### src/rtl/fetch_sequencer.sv
// fetch_sequencer: fetch control ahead of the settable PC register (request, hold, commit next PC).
// Optional macro FETCH_BRANCH_FLUSH_EN: a redirect during HOLD discards the held word and commits the target.
module fetch_sequencer #(
  parameter int WIDTH   = 8,
  parameter int TIMEOUT = 15
) (
  input  logic             clk,
  input  logic             reset,
  input  logic             run,
  input  logic [WIDTH-1:0] pc,
  output logic             pcWriteEnable,
  output logic [WIDTH-1:0] pcNext,
  output logic             imemReq,
  output logic [WIDTH-1:0] imemAddr,
  input  logic             imemAck,
  input  logic [WIDTH-1:0] imemRdata,
  output logic             instrValid,
  output logic [WIDTH-1:0] instr,
  input  logic             instrReady,
  input  logic             branchTaken,
  input  logic [WIDTH-1:0] branchTarget,
  output logic             fault
);

  typedef enum logic [2:0] {
    IDLE   = 3'd0,
    REQ    = 3'd1,
    HOLD   = 3'd2,
    UPDATE = 3'd3,
    FAULT  = 3'd4
  } state_t;

  localparam logic [7:0] TIMEOUT_CNT = 8'(TIMEOUT);

  state_t           state_reg, state_next;
  logic [7:0]       count_reg, count_next, count_inc;
  logic             pend_reg, pend_next;
  logic [WIDTH-1:0] pend_target_reg, pend_target_next;
  logic [WIDTH-1:0] instr_reg, instr_next;
  logic             instr_valid_reg, instr_valid_next;
  logic             flush;

`ifdef FETCH_BRANCH_FLUSH_EN
  assign flush = (state_reg == HOLD) && branchTaken;
`else
  assign flush = 1'b0;
`endif

  assign count_inc = count_reg + 8'd1;

  always_ff @(posedge clk) begin
    if (reset) begin
      state_reg       <= IDLE;
      count_reg       <= 8'd0;
      pend_reg        <= 1'b0;
      pend_target_reg <= '0;
      instr_reg       <= '0;
      instr_valid_reg <= 1'b0;
    end else begin
      state_reg       <= state_next;
      count_reg       <= count_next;
      pend_reg        <= pend_next;
      pend_target_reg <= pend_target_next;
      instr_reg       <= instr_next;
      instr_valid_reg <= instr_valid_next;
    end
  end

  always_comb begin
    state_next       = state_reg;
    count_next       = count_reg;
    pend_next        = pend_reg;
    pend_target_next = pend_target_reg;
    instr_next       = instr_reg;
    instr_valid_next = instr_valid_reg;
    pcWriteEnable    = 1'b0;
    pcNext           = '0;
    imemReq          = 1'b0;
    imemAddr         = '0;

    // Latest redirect wins; UPDATE below consumes and clears it.
    if (branchTaken && (state_reg != FAULT)) begin
      pend_next        = 1'b1;
      pend_target_next = branchTarget;
    end

    case (state_reg)
      IDLE: begin
        if (run) state_next = REQ;
      end
      REQ: begin
        imemReq  = 1'b1;
        imemAddr = pc;
        if (imemAck) begin
          instr_next       = imemRdata;
          instr_valid_next = 1'b1;
          count_next       = 8'd0;
          state_next       = HOLD;
        end else begin
          count_next = count_inc;
          if (count_inc == TIMEOUT_CNT) state_next = FAULT;
        end
      end
      HOLD: begin
        if (flush || (instr_valid_reg && instrReady)) begin
          instr_valid_next = 1'b0;
          state_next       = UPDATE;
        end
      end
      UPDATE: begin
        pcWriteEnable = 1'b1;
        if (branchTaken)   pcNext = branchTarget;
        else if (pend_reg) pcNext = pend_target_reg;
        else               pcNext = pc + WIDTH'(1);
        pend_next  = 1'b0;
        state_next = run ? REQ : IDLE;
      end
      FAULT: begin
        state_next = FAULT;
      end
      default: begin
        state_next = IDLE;
      end
    endcase
  end

  assign instrValid = instr_valid_reg;
  assign instr      = instr_reg;
  assign fault      = (state_reg == FAULT);

endmodule

### config.mk
export PLATFORM = sky130hd
export DESIGN_NAME = fetch_sequencer
export DESIGN_NICKNAME = d
export VERILOG_FILES = /design/src/rtl/fetch_sequencer.sv
export SDC_FILE = /design/constraint.sdc
export NUM_CORES = 1
export LEC_CHECK = 0
export CAP_MARGIN = 10
export CORE_MARGIN = 1
export CORE_UTILIZATION = 60
export CTS_BUF_LIST = sky130_fd_sc_hd__clkbuf_2
export DETAILED_ROUTE_END_ITERATION = 7
export DONT_BUFFER_PORTS = 1
export GPL_ROUTABILITY_DRIVEN = 0
export PLACE_DENSITY = 0.83
export SYNTH_ARGS = -nofsm -noshare
export SYNTH_HDL_FRONTEND = slang
export SYNTH_SLANG_ARGS = --single-unit
### constraint.sdc
create_clock -name clk -period 2.05 [get_ports clk]
set_clock_uncertainty 0.15 [all_clocks]
set_input_delay 0.205 -clock clk [delete_from_list [all_inputs] [get_ports clk]]
set_output_delay 0.205 -clock clk [all_outputs]
set_load 0.005 [all_outputs]
======== Word-level counts from Yosys, hierarchy flattened ========
Cells that the tools add are included.
storage, ports and cells
  output and inout bits ................... 28
  memory bits (read-only) ................. 0
  latch bits .............................. 0
  bits of input ports ..................... 30
  bits in registers ....................... 29
  RAM bits ................................ 0
  memories kept ........................... 0
cells by class
  bitwise gates (word level) .............. 0
  div/mod/pow operators ................... 0
  $lt $le $gt $ge ......................... 0
  multiplexer cells ....................... 16
  multipliers ............................. 0
  equality and inequality tests ........... 10
  reductions and logical operators ........ 8
  add/sub/neg operators ................... 2
  shift operators ......................... 0
operator list
  cell                                            number
  2-to-1 mux 8 bit                                5
  adder 8 x 1 -> 8 bit (second input constant)    2
  case mux 3 bit (5 select lines)                 1
  2-to-1 mux 3 bit                                4
  == test 8 x 4 -> 1 bit (second input constant)  1
  == test 3 x 2 -> 1 bit (second input constant)  2
  != test 2 bit (second input constant)           3
  != test 3 bit (second input constant)           2
  AND reduction 3 bit                             2
  2-to-1 mux 1 bit                                5
  == test 3 x 1 -> 1 bit (second input constant)  1
  == test 3 bit (second input constant)           1
  zero test 3 bit                                 1
  logical AND 1 bit                               2
  case mux 1 bit (2 select lines)                 1
  AND reduction 2 bit                             1
  nonzero test 2 bit                              1
  OR reduction 2 bit                              1

======== Logic depth before layout (Yosys ltp) ========
Gate-level depths: netlist (run 1).
  word-level depth ........................ 5
  gate-level depth with buffers ........... 8

======== Worst setup path before layout (run 1) ========
No wires, ideal clock.
  kind .................................... register to register
  start point ............................. register state_reg[1]
  end point ............................... register count_reg[6]
  arrival time ............................ 1.655 ns
  library setup time ...................... 0.070 ns
  stages on the path, launching flop included .. 6
  path slack .............................. 0.175 ns
  data required time ...................... 1.830 ns
  period minus slack after synthesis ...... 1.875 ns
  buffers on the path ..................... 2
  path through ............................ dfxtp_1 > buf_6 > or4b_1 > buf_2 > or4_1 > a21oi_1
between the ends
  cells in the longest elaborated chain, start to end .. 1
RTL lines
  item                    RTL line  source
  start, declared         35        state_t state_reg, state_next;
  start signal, assigned  60        state_reg <= state_next;
  == test 3 x 1 -> 1 bit  87        case (state_reg)
  end signal, assigned    61        count_reg <= count_next;
  end, declared           36        logic [7:0] count_reg, count_next, count_inc;
Every way passes these cells.
A chain may end at the register's enable or synchronous reset.

======== Final worst setup path (run 1) ========
Same ends and word-level chain as after synthesis.

==> reports/summary.md, run 1 <==
## Drt
• **DRC marker count from the first detailed-route iteration** 58
• **vias per cell** 6.10
• **DR DRC count** 0
• **Detailed Routing Iterations Pass 1** 6
• **final routed wirelength across all metal layers** 4320 um
• **Post-DRT Antenna Nets** 0
• **number of vias after detailed routing** 1689
• **DR WL/cell** 15.6 um

## Setup path
• **kind of end point of the critical path** register
• **arrival time at the worst endpoint** 2.15 ns
• **worst-case register-to-register setup slack** 0.07 ns
• **reg-to-reg critical path endpoint** count_reg[6]
• **element type at the critical path start** register
• **cells on worst reg2reg path** 3
• **data required time at the worst endpoint** 2.22 ns
• **crit-path max cell delay** 0.65 ns
• **Max stage delay cell, worst path** sky130_fd_sc_hd__or4b_1
• **family with the most delay on the worst path** simple AND/OR/NAND/NOR gates
• **buffers plus inverters on the worst setup path** 0
• **biggest fanout along the worst timing path** 9
• **critical path class** register to register
• **reg2reg start** state_reg[1]
• **cell-by-cell trace of the critical path** or4b_1 > or4_1 > a21oi_1

## Finish
• **net count reported at finish** 279
• **number of antenna repair diodes** 0
• **post-route design area** 1990 um2
• **final std cells w/o fill** 277
• **synthesis-to-finish area growth** 17.3%
• **share of final-layout standard cells stronger than drive strength 1** 9.72%

## Die
• **Die Ht** 55.1 um
• **core outline area** 2570 um2
• **FP Rows** 18
• **number of I/O pins** 58
• **DIE WIDTH** 55.1 um
• **initial core utilization** 66.0%
• **area of the die** 3040 um2

## Min path
• **end point of the worst hold path** state_reg[0]
• **Min-Delay Startpoint** run
• **kind of path behind the tightest hold check** input pin to register
• **worst hold path depth** 4

## Global route
• **number of global-route vias before repair** 1506
• **global-route congestion overflow total** 0
• **number of antenna violations at the first check in global routing** 0
• **maximum number of pins on one net before global-route repair** 29
• **GRT Resource Usage Total** 30.6%
• **global-route wire length before repair** 6360 um

## STA
• **fin crit period** 1.98 ns
• **fin. max-slew vios** 0
• **number of hold-slack violations in the final timing report** 0
• **RSZ-0062 raised after global routing** false
• **period utilisation layout** 96.5%
• **Max Clk Rate** 505 MHz
• **worst slew pin tran** 1.02 ns
• **Worst Hold Slack** 0.0181 ns
• **sum of negative setup slack** 0 ns
• **worst slew margin relative to its limit** 32.0%
• **Setup Viol. Count Final** 0

## Power and ir drop
• **Power Dens Cells** 561 nW/um2
• **leakage power figure** 0.789 nW
• **Max rail drop VDD** 0.574 mV

## Logic synthesis
• **Cell variety after synth** 40
• **Warnings, synthesis** 0
• **flop and latch count out of synthesis** 29
• **Synth Area per Inst** 7.46 um2
• **Synthesized Nets** 260
• **cell area after technology mapping** 1690 um2
• **fraction of the yosys area taken by sequential cells** 34.3%
• **instance count of the mapped netlist** 227

## CTS
• **cts bufs inserted** 5
• **clock-pin transition on the worst setup and hold timing paths** 0.17 ns
• **clock tree from TritonCTS** built
• **latest clock arrival within the worst-skew pair** 0.38 ns
• **CTS Sinks** 29
• **clock root cell** sky130_fd_sc_hd__clkbuf_2
• **H-Tree Depth** 2
• **clk buf depth** 2

## Place
• **input/output buffers** 0
• **total cell area at the placement stage** 1720 um2
• **cell count after placement** 249
• **half-perimeter wire length after placement** 2850 um

## Flow run
• **number of maximum-capacitance violations** 0

## Run status
• **outcome** completed

-- stage by stage --
stage	power (mW)	util (%)	setup slack, ns
floorplan	0.750	-	0.175
global placement	0.759	67.1	0.208
detailed placement	0.768	67.1	0.145
CTS	1.10	76.7	0.00690
global route	1.17	77.4	0.0111
finish	1.12	77.4	0.0717
-- worst register-to-register path: stages, from the launching register on --
cell	delay, ns
sky130_fd_sc_hd__dfxtp_1	0.43
sky130_fd_sc_hd__or4b_1	0.65
sky130_fd_sc_hd__or4_1	0.54
sky130_fd_sc_hd__a21oi_1	0.15
-- cells in the final DEF (no fill, tap or decap), drive strengths merged, types with 5 or more instances in the layout --
| cell type | n |
|---|---|
| a21oi | 25 |
| and2 | 9 |
| and3 | 8 |
| buf | 8 |
| clkbuf | 5 |
| dfxtp | 29 |
| dlygate4sd3 | 20 |
| inv | 5 |
| mux2i | 11 |
| nand2 | 30 |
| nand3 | 6 |
| nor2 | 25 |
| nor2b | 6 |
| nor3 | 8 |
| o21ai | 12 |
| xnor2 | 5 |
-- cell families after synthesis --
family,share of synthesized area [%]
buffers and inverters,5.24
AND/OR/NAND/NOR,29.8
XOR/XNOR,3.10
adder cells (fa/ha/maj),2.22
flip-flops,34.3
AO/OA/AOI/OAI,18.2
multiplexers,7.16
-- where the power goes --
part           switching, mW  total (mW)  leakage, nW  internal (mW)
clock network          0.226       0.305       0.0287         0.0795
logic                  0.104       0.197        0.524         0.0938
registers             0.0236       0.613        0.237          0.589
-- layout make-up --
cell class	count	area, um2
clock buffer	5	25.0
sequential	29	583
timing repair buffer	28	260
tap	30	37.5
inverter	5	21.3
fill	181	581
multi-input combinational	177	1040
clock inverter	3	17.5
-- cells in the mapped netlist --
master                      count  area, um2
sky130_fd_sc_hd__and2_1         9       56.3
sky130_fd_sc_hd__or4_1          2       15.0
sky130_fd_sc_hd__buf_2          2       10.0
sky130_fd_sc_hd__buf_1          1       3.75
sky130_fd_sc_hd__o21ai_0       11       55.1
sky130_fd_sc_hd__nor3b_1        1       7.51
sky130_fd_sc_hd__and3b_1        1       8.76
sky130_fd_sc_hd__o21ai_1        1       5.00
sky130_fd_sc_hd__a22oi_1        2       15.0
sky130_fd_sc_hd__xnor2_1        5       43.8
sky130_fd_sc_hd__xor2_1         1       8.76
sky130_fd_sc_hd__nand4_1        2       12.5
sky130_fd_sc_hd__o211a_1        1       10.0
sky130_fd_sc_hd__a211oi_1       2       15.0
sky130_fd_sc_hd__nand2_1       30        113
sky130_fd_sc_hd__o22ai_1        1       6.26
sky130_fd_sc_hd__buf_6          1       11.3
sky130_fd_sc_hd__and4_1         1       8.76
sky130_fd_sc_hd__inv_1          4       15.0
sky130_fd_sc_hd__nor3_1         8       40.0
sky130_fd_sc_hd__or4b_1         1       10.0
sky130_fd_sc_hd__dfxtp_1       29        581
sky130_fd_sc_hd__ha_1           3       37.5
sky130_fd_sc_hd__a21oi_1       25        125
sky130_fd_sc_hd__a31oi_1        3       18.8
sky130_fd_sc_hd__mux2_2         1       11.3
sky130_fd_sc_hd__mux2i_1       11        110
sky130_fd_sc_hd__and3_1         8       50.1
sky130_fd_sc_hd__nand2b_1       2       12.5
sky130_fd_sc_hd__a221oi_1       1       8.76
sky130_fd_sc_hd__nand3_1        6       30.0
sky130_fd_sc_hd__a21boi_0       2       15.0
sky130_fd_sc_hd__clkbuf_1      12       45.0
sky130_fd_sc_hd__o2111ai_1      1       8.76
sky130_fd_sc_hd__a2111oi_0      2       17.5
sky130_fd_sc_hd__a211o_1        1       8.76
sky130_fd_sc_hd__inv_2          1       3.75
sky130_fd_sc_hd__nor2_1        25       93.8
sky130_fd_sc_hd__nor2b_1        6       37.5
sky130_fd_sc_hd__or3b_1         1       8.76
-- timing repair --
item                       CTS  global route
setup buffers                0             0
gates cloned                 0             0
hold buffers                20             0
gates resized for setup      3             6
hold endpoints to repair    29             0
setup endpoints to repair    2             8
-- how the worst max path moves through the flow --
stage,from,endpoint,slack (ns),cells after the start
finish,state_reg[1],count_reg[6],0.07,3
global placement,state_reg[1],count_reg[7],0.21,3
floorplan,state_reg[1],count_reg[6],0.17,5
CTS,state_reg[0],pcNext[6],0.007,4
global route,state_reg[1],count_reg[7],0.01,3
detailed placement,state_reg[1],count_reg[7],0.14,3
-- per-layer routing --
metal	routed length [um]	global-route usage, %	up-vias
met1	1730	33.2	765
met4	52	13.8	0
met5	0	0	-
li1	-	-	827
met2	2150	54.2	89
met3	385	9.02	8
Power figures use the tool's default switching activity.
==> run 2, diff against run 1 <==
PLACE_DENSITY = not set   (was 0.83)
PLACE_DENSITY_LB_ADDON = 0.08   (was not set)
==> run 2 against run 1 <==
Net effect: count of clock-buffer cells in the layout is the same; register-to-register slack gained 0.098 ns; first-iteration DRC count shrank 16%; worst hold slack gained 0.0055 ns; setup slack gained 0.056 ns; sequential power is essentially flat; sequential cell count is the same; largest power group unchanged; cell area grew 0.63%; cell count grew 0.36%; utilization grew 0.49 points; highest routed layer unchanged; routed wire length shrank 1.0%; via count shrank 0.77%.
==> reports/summary.md, run 2 (synthesis gave the netlist of run 1 again) <==
## Global route
• **number of global-route vias before repair** 1448, was 1506
• **GRT Resource Usage Total** 29.0%, was 30.6%
• **global-route wire length before repair** 6170 um, was 6360 um
• **maximum number of pins on one net before global-route repair** 29, unchanged
• **global-route congestion overflow total** 0, unchanged
• **number of antenna violations at the first check in global routing** 0, unchanged

## Finish
• **number of antenna repair diodes** 0, unchanged
• **net count reported at finish** 280, was 279
• **top library cells by usage in the layout, fill and taps aside** sky130_fd_sc_hd__nand2_1, sky130_fd_sc_hd__dfxtp_1, sky130_fd_sc_hd__nor2_1, sky130_fd_sc_hd__a21oi_1, sky130_fd_sc_hd__dlygate4sd3_1, unchanged
• **Multi-input gate area** 1050 um2, was 1040 um2
• **share of final-layout standard cells stronger than drive strength 1** 10.5%, was 9.72%
• **synthesis-to-finish area growth** 18.0%, was 17.3%
• **final std cells w/o fill** 278, was 277
• **fillers** 177, was 181
• **storage element area** 583 um2, unchanged
• **commonest non-fill, non-tap cell in the layout** sky130_fd_sc_hd__nand2_1, unchanged

## Drt
• **final routed wirelength across all metal layers** 4270 um, was 4320 um
• **Detailed Routing Iterations Pass 1** 4, was 6
• **DR DRC count** 0, unchanged
• **DR WL/cell** 15.4 um, was 15.6 um
• **DRC marker count from the first detailed-route iteration** 49, was 58
• **number of vias after detailed routing** 1676, was 1689
• **vias per cell** 6.03, was 6.10
• **Post-DRT Antenna Nets** 0, unchanged

## Die
• **FP Rows** 18, unchanged
• **core outline area** 2570 um2, unchanged
• **DIE WIDTH** 55.1 um, unchanged
• **initial core utilization** 66.0%, unchanged
• **Die Ht** 55.1 um, unchanged
• **number of I/O pins** 58, unchanged
• **area of the die** 3040 um2, unchanged

## CTS
• **CTS Sinks** 29, unchanged
• **clock-pin transition on the worst setup and hold timing paths** 0.16 ns, was 0.17 ns
• **latest clock arrival within the worst-skew pair** 0.38 ns, about the same
• **cts bufs inserted** 5, unchanged
• **clock tree from TritonCTS** built, unchanged
• **H-Tree Depth** 2, unchanged
• **clk buf depth** 2, unchanged
• **clock root cell** sky130_fd_sc_hd__clkbuf_2, unchanged

## Setup path
• **element type at the critical path start** register, unchanged
• **kind of end point of the critical path** primary output, was register
• **data required time at the worst endpoint** 1.69 ns, was 2.22 ns
• **cell-by-cell trace of the critical path** buf_4 > or3b_4 > inv_4 > and2_1, was or4b_1 > or4_1 > a21oi_1
• **family with the most delay on the worst path** simple AND/OR/NAND/NOR gates, unchanged
• **critical path class** register to primary output, was register to register
• **crit-path max cell delay** 0.40 ns, was 0.65 ns
• **biggest fanout along the worst timing path** 14, was 9
• **arrival time at the worst endpoint** 1.57 ns, was 2.15 ns
• **buffers plus inverters on the worst setup path** 2, was 0
• **Max stage delay cell, worst path** sky130_fd_sc_hd__or3b_4, was sky130_fd_sc_hd__or4b_1

## STA
• **Setup Viol. Count Final** 0, unchanged
• **RSZ-0062 raised after global routing** false, unchanged
• **Max Clk Rate** 520 MHz, was 505 MHz
• **fin crit period** 1.92 ns, was 1.98 ns
• **sum of negative setup slack** 0 ns, unchanged
• **worst slew margin relative to its limit** 32.6%, was 32.0%
• **fin. max-slew vios** 0, unchanged
• **worst slew pin tran** 1.01 ns, was 1.02 ns
• **number of hold-slack violations in the final timing report** 0, unchanged
• **period utilisation layout** 93.8%, was 96.5%

## Place
• **half-perimeter wire length after placement** 2680 um, was 2850 um
• **input/output buffers** 0, unchanged
• **cell count after placement** 248, was 249

## Power and ir drop
• **Power Dens Cells** 556 nW/um2, was 561 nW/um2
• **leakage power figure** 0.798 nW, was 0.789 nW
• **Max rail drop VDD** 0.545 mV, was 0.574 mV

## Flow run
• **number of maximum-capacitance violations** 0, unchanged

## Run status
• **outcome** completed, unchanged

## Min path
• **kind of path behind the tightest hold check** input pin to register, unchanged

[run 2: changes by cell type in the layout (fill, tap and decap cells not counted), sizes merged]
cell,previous run,this run
buf,8,9
[run 2: cell type report]
cell class | count | area share [%]
well taps | 30 | 1.88
inverters | 5 | 1.06
clock inverters | 3 | 0.876
clock buffers | 5 | 1.25
repair buffers | 29 | 13.4
multi-input cells | 177 | 52.4
flip-flops and latches | 29 | 29.2
[run 2: worst paths after layout]
check,start,end,slack (ns),depth (start not counted)
hold / removal,imemAck,count_reg[6],0.02,3
setup reg to reg,state_reg[2],count_reg[7],0.17,3
setup / recovery,state_reg[1],imemAddr[5],0.13,4
hold reg to reg,instr[1],instr[1],0.35,2
[run 2: routing by layer]
layer,global-route usage (%),vias to the layer above,share of wire (%)
met2,51.0,72,51
met5,0,-,0
met3,7.38,7,7.2
met1,33.2,767,40
li1,-,830,-
met4,11.7,0,1.5
[run 2: per-stage QoR]
step | area [um2] | hold slack (ns) | worst slack (ns) | total power, mW | util, %
finish | 2000 | 0.0235 | 0.128 | 1.11 | 77.9
global route | 2000 | 0.0155 | 0.0177 | 1.17 | 77.9
CTS | 1960 | 0.0206 | 0.0167 | 1.10 | 76.5
detailed placement | 1710 | 0.128 | 0.127 | 0.766 | 66.8
global placement | 1710 | 0.127 | 0.181 | 0.760 | 66.8
floorplan | 1690 | 0.191 | 0.175 | 0.750 | -
[run 2: tightest hold or removal path: cells and delay by family]
kind	cells	cell delay [ns]
AOI/OAI and AO/OA	1	0.05
and+or+nand+nor	2	0.25
[run 2: timing repair]
| item | CTS | global route |
|---|---|---|
| hold buffers | 20 | 0 |
| setup endpoints to repair | 3 | 13 |
| pin swaps | 0 | 1 |
| gates resized for setup | 4 | 6 |
| endpoints found under the hold margin | 29 | 0 |
| setup buffers | 0 | 2 |
[run 2: report_power, final]
part / internal (mW) / switching (mW) / total, mW
Combinational: 0.0971 / 0.103 / 0.200
Sequential: 0.589 / 0.0228 / 0.612
Clock: 0.0796 / 0.219 / 0.299
==> run 3, diff against run 2 <==
PLACE_DENSITY = 0.81   (was not set)
PLACE_DENSITY_LB_ADDON = not set   (was 0.08)
==> run 3 against run 2 <==
Net effect: sequential power is 0.7% higher; power is 21% higher; cell count shrank 1.4%; global-route usage increased by 0.81 points; combinational power down 5%; largest power group unchanged; highest routed layer unchanged; cell area stayed put; largest cell class unchanged; fmax fell by 3.1%.
==> reports/summary.md, run 3 (synthesis gave the netlist of run 1 again) <==
## Run status
• **outcome** completed, unchanged

## Die
• **FP Rows** 18, unchanged
• **initial core utilization** 66.0%, unchanged
• **area of the die** 3040 um2, unchanged
• **number of I/O pins** 58, unchanged
• **Die Ht** 55.1 um, unchanged
• **core outline area** 2570 um2, unchanged
• **DIE WIDTH** 55.1 um, unchanged

## Min path
• **end point of the worst hold path** pend_reg, was count_reg[6]
• **Min-Delay Startpoint** branchTaken, was imemAck
• **worst hold path depth** 3, unchanged
• **kind of path behind the tightest hold check** input pin to register, unchanged

## Finish
• **fillers** 187, was 177
• **number of antenna repair diodes** 0, unchanged
• **commonest non-fill, non-tap cell in the layout** sky130_fd_sc_hd__nand2_1, unchanged
• **net count reported at finish** 276, was 280
• **Multi-input gate area** 1030 um2, was 1050 um2
• **synthesis-to-finish area growth** 18.0%, unchanged
• **top library cells by usage in the layout, fill and taps aside** sky130_fd_sc_hd__nand2_1, sky130_fd_sc_hd__dfxtp_1, sky130_fd_sc_hd__nor2_1, sky130_fd_sc_hd__a21oi_1, sky130_fd_sc_hd__dlygate4sd3_1, unchanged
• **storage element area** 583 um2, unchanged
• **share of final-layout standard cells stronger than drive strength 1** 6.97%, was 10.5%
• **post-layout utilization of the core** 77.9%, unchanged

## Power and ir drop
• **Power Dens Cells** 672 nW/um2, was 556 nW/um2
• **Max rail drop VDD** 0.680 mV, was 0.545 mV
• **leakage power figure** 0.804 nW, was 0.798 nW

## CTS
• **CTS Sinks** 29, unchanged
• **Setup Buffers After CTS** 0, unchanged
• **latest clock arrival within the worst-skew pair** 0.37 ns, was 0.38 ns
• **H-Tree Depth** 2, unchanged
• **clock-pin transition on the worst setup and hold timing paths** 0.17 ns, was 0.16 ns
• **cts bufs inserted** 5, unchanged
• **clock tree from TritonCTS** built, unchanged
• **clock root cell** sky130_fd_sc_hd__clkbuf_2, unchanged
• **clk buf depth** 2, unchanged

## Setup path
• **cells on worst reg2reg path** 3, unchanged
• **data required time at the worst endpoint** 1.69 ns, about the same
• **kind of end point of the critical path** primary output, unchanged
• **reg2reg start** state_reg[1], was state_reg[2]
• **element type at the critical path start** register, unchanged
• **critical path class** register to primary output, unchanged
• **worst-case register-to-register setup slack** 0.19 ns, was 0.17 ns
• **arrival time at the worst endpoint** 1.63 ns, was 1.57 ns
• **biggest fanout along the worst timing path** 8, was 14
• **reg-to-reg critical path endpoint** count_reg[7], unchanged

## Place
• **half-perimeter wire length after placement** 2820 um, was 2680 um
• **input/output buffers** 0, unchanged

## Global route
• **number of global-route vias before repair** 1500, was 1448
• **GRT Resource Usage Total** 29.8%, was 29.0%
• **number of antenna violations at the first check in global routing** 0, unchanged
• **global-route congestion overflow total** 0, unchanged
• **global-route wire length before repair** 6300 um, was 6170 um
• **maximum number of pins on one net before global-route repair** 29, unchanged

## STA
• **period utilisation layout** 96.7%, was 93.8%
• **Setup Viol. Count Final** 0, unchanged
• **worst slew margin relative to its limit** 27.7%, was 32.6%
• **fin. max-slew vios** 0, unchanged
• **RSZ-0062 raised after global routing** true, was false
• **worst slew pin tran** 1.08 ns, was 1.01 ns
• **fin crit period** 1.98 ns, was 1.92 ns
• **number of hold-slack violations in the final timing report** 0, unchanged
• **Max Clk Rate** 504 MHz, was 520 MHz
• **Worst Hold Slack** 0.0448 ns, was 0.0235 ns

## Drt
• **vias per cell** 6.31, was 6.03
• **Post-DRT Antenna Nets** 0, unchanged
• **DRC marker count from the first detailed-route iteration** 46, was 49
• **Detailed Routing Iterations Pass 1** 4, unchanged
• **final routed wirelength across all metal layers** 4410 um, was 4270 um
• **DR DRC count** 0, unchanged
• **DR WL/cell** 16.1 um, was 15.4 um
• **number of vias after detailed routing** 1728, was 1676

## Flow run
• **number of maximum-capacitance violations** 0, unchanged

[run 3: per-layer routing]
metal	vias up	global-route usage (%)	part of all wire, %
li1	824	-	-
met1	822	33.6	39
met2	72	52.6	51
met3	10	9.29	7.9
met4	0	10.4	1.2
met5	-	0	0
[run 3: report_power, final]
group          leakage, nW  internal [mW]  switching, mW
Clock               0.0529          0.327          0.211
Sequential           0.237          0.589         0.0264
Combinational        0.514         0.0909         0.0992
[run 3: worst max-delay path by stage]
stage               cells past startpoint      endpoint  slack (ns)         start
detailed placement                      3  count_reg[6]        0.24  state_reg[1]
finish                                  5     pcNext[7]        0.07  state_reg[0]
floorplan                               5  count_reg[6]        0.17  state_reg[1]
CTS                                     5     pcNext[7]        0.03  state_reg[0]
global route                            3     pcNext[5]       -0.02  state_reg[0]
global placement                        3  count_reg[6]        0.26  state_reg[1]
[run 3: layout make-up]
cell class	count	area share, %
Multi-Input combinational cell	177	51.4
Timing Repair Buffer	25	12.0
Clock inverter	3	3.25
Tap cell	30	1.88
Clock buffer	5	1.25
Inverter	5	1.06
Sequential cell	29	29.2
[run 3: worst max-delay path, cell delays in order (launching register included)]
cell and delay (ns):
sky130_fd_sc_hd__dfxtp_2 0.42, sky130_fd_sc_hd__nor2b_1 0.21, sky130_fd_sc_hd__nand2_1 0.18, sky130_fd_sc_hd__inv_1 0.18, sky130_fd_sc_hd__nand2_1 0.08, sky130_fd_sc_hd__o22ai_1 0.20
[run 3: stage by stage]
step	std cells	setup TNS, ns	worst slack [ns]	power [mW]	instance area, um2
after floorplan	227	0	0.175	0.750	1690
after global placement	246	0	0.258	0.757	1700
after detailed placement	246	0	0.239	0.765	1700
after CTS	274	0	0.0256	1.34	1990
after global routing	274	-0.0289	-0.0156	1.40	2000
final	274	0	0.0673	1.34	2000
[run 3: repair_timing]
item / in CTS / in global routing
gates resized for setup: 2 / 4
hold buffers: 20 / 0
endpoints found under the hold margin: 29 / 0
setup endpoints to repair: 2 / 15
pin swaps: 0 / 0
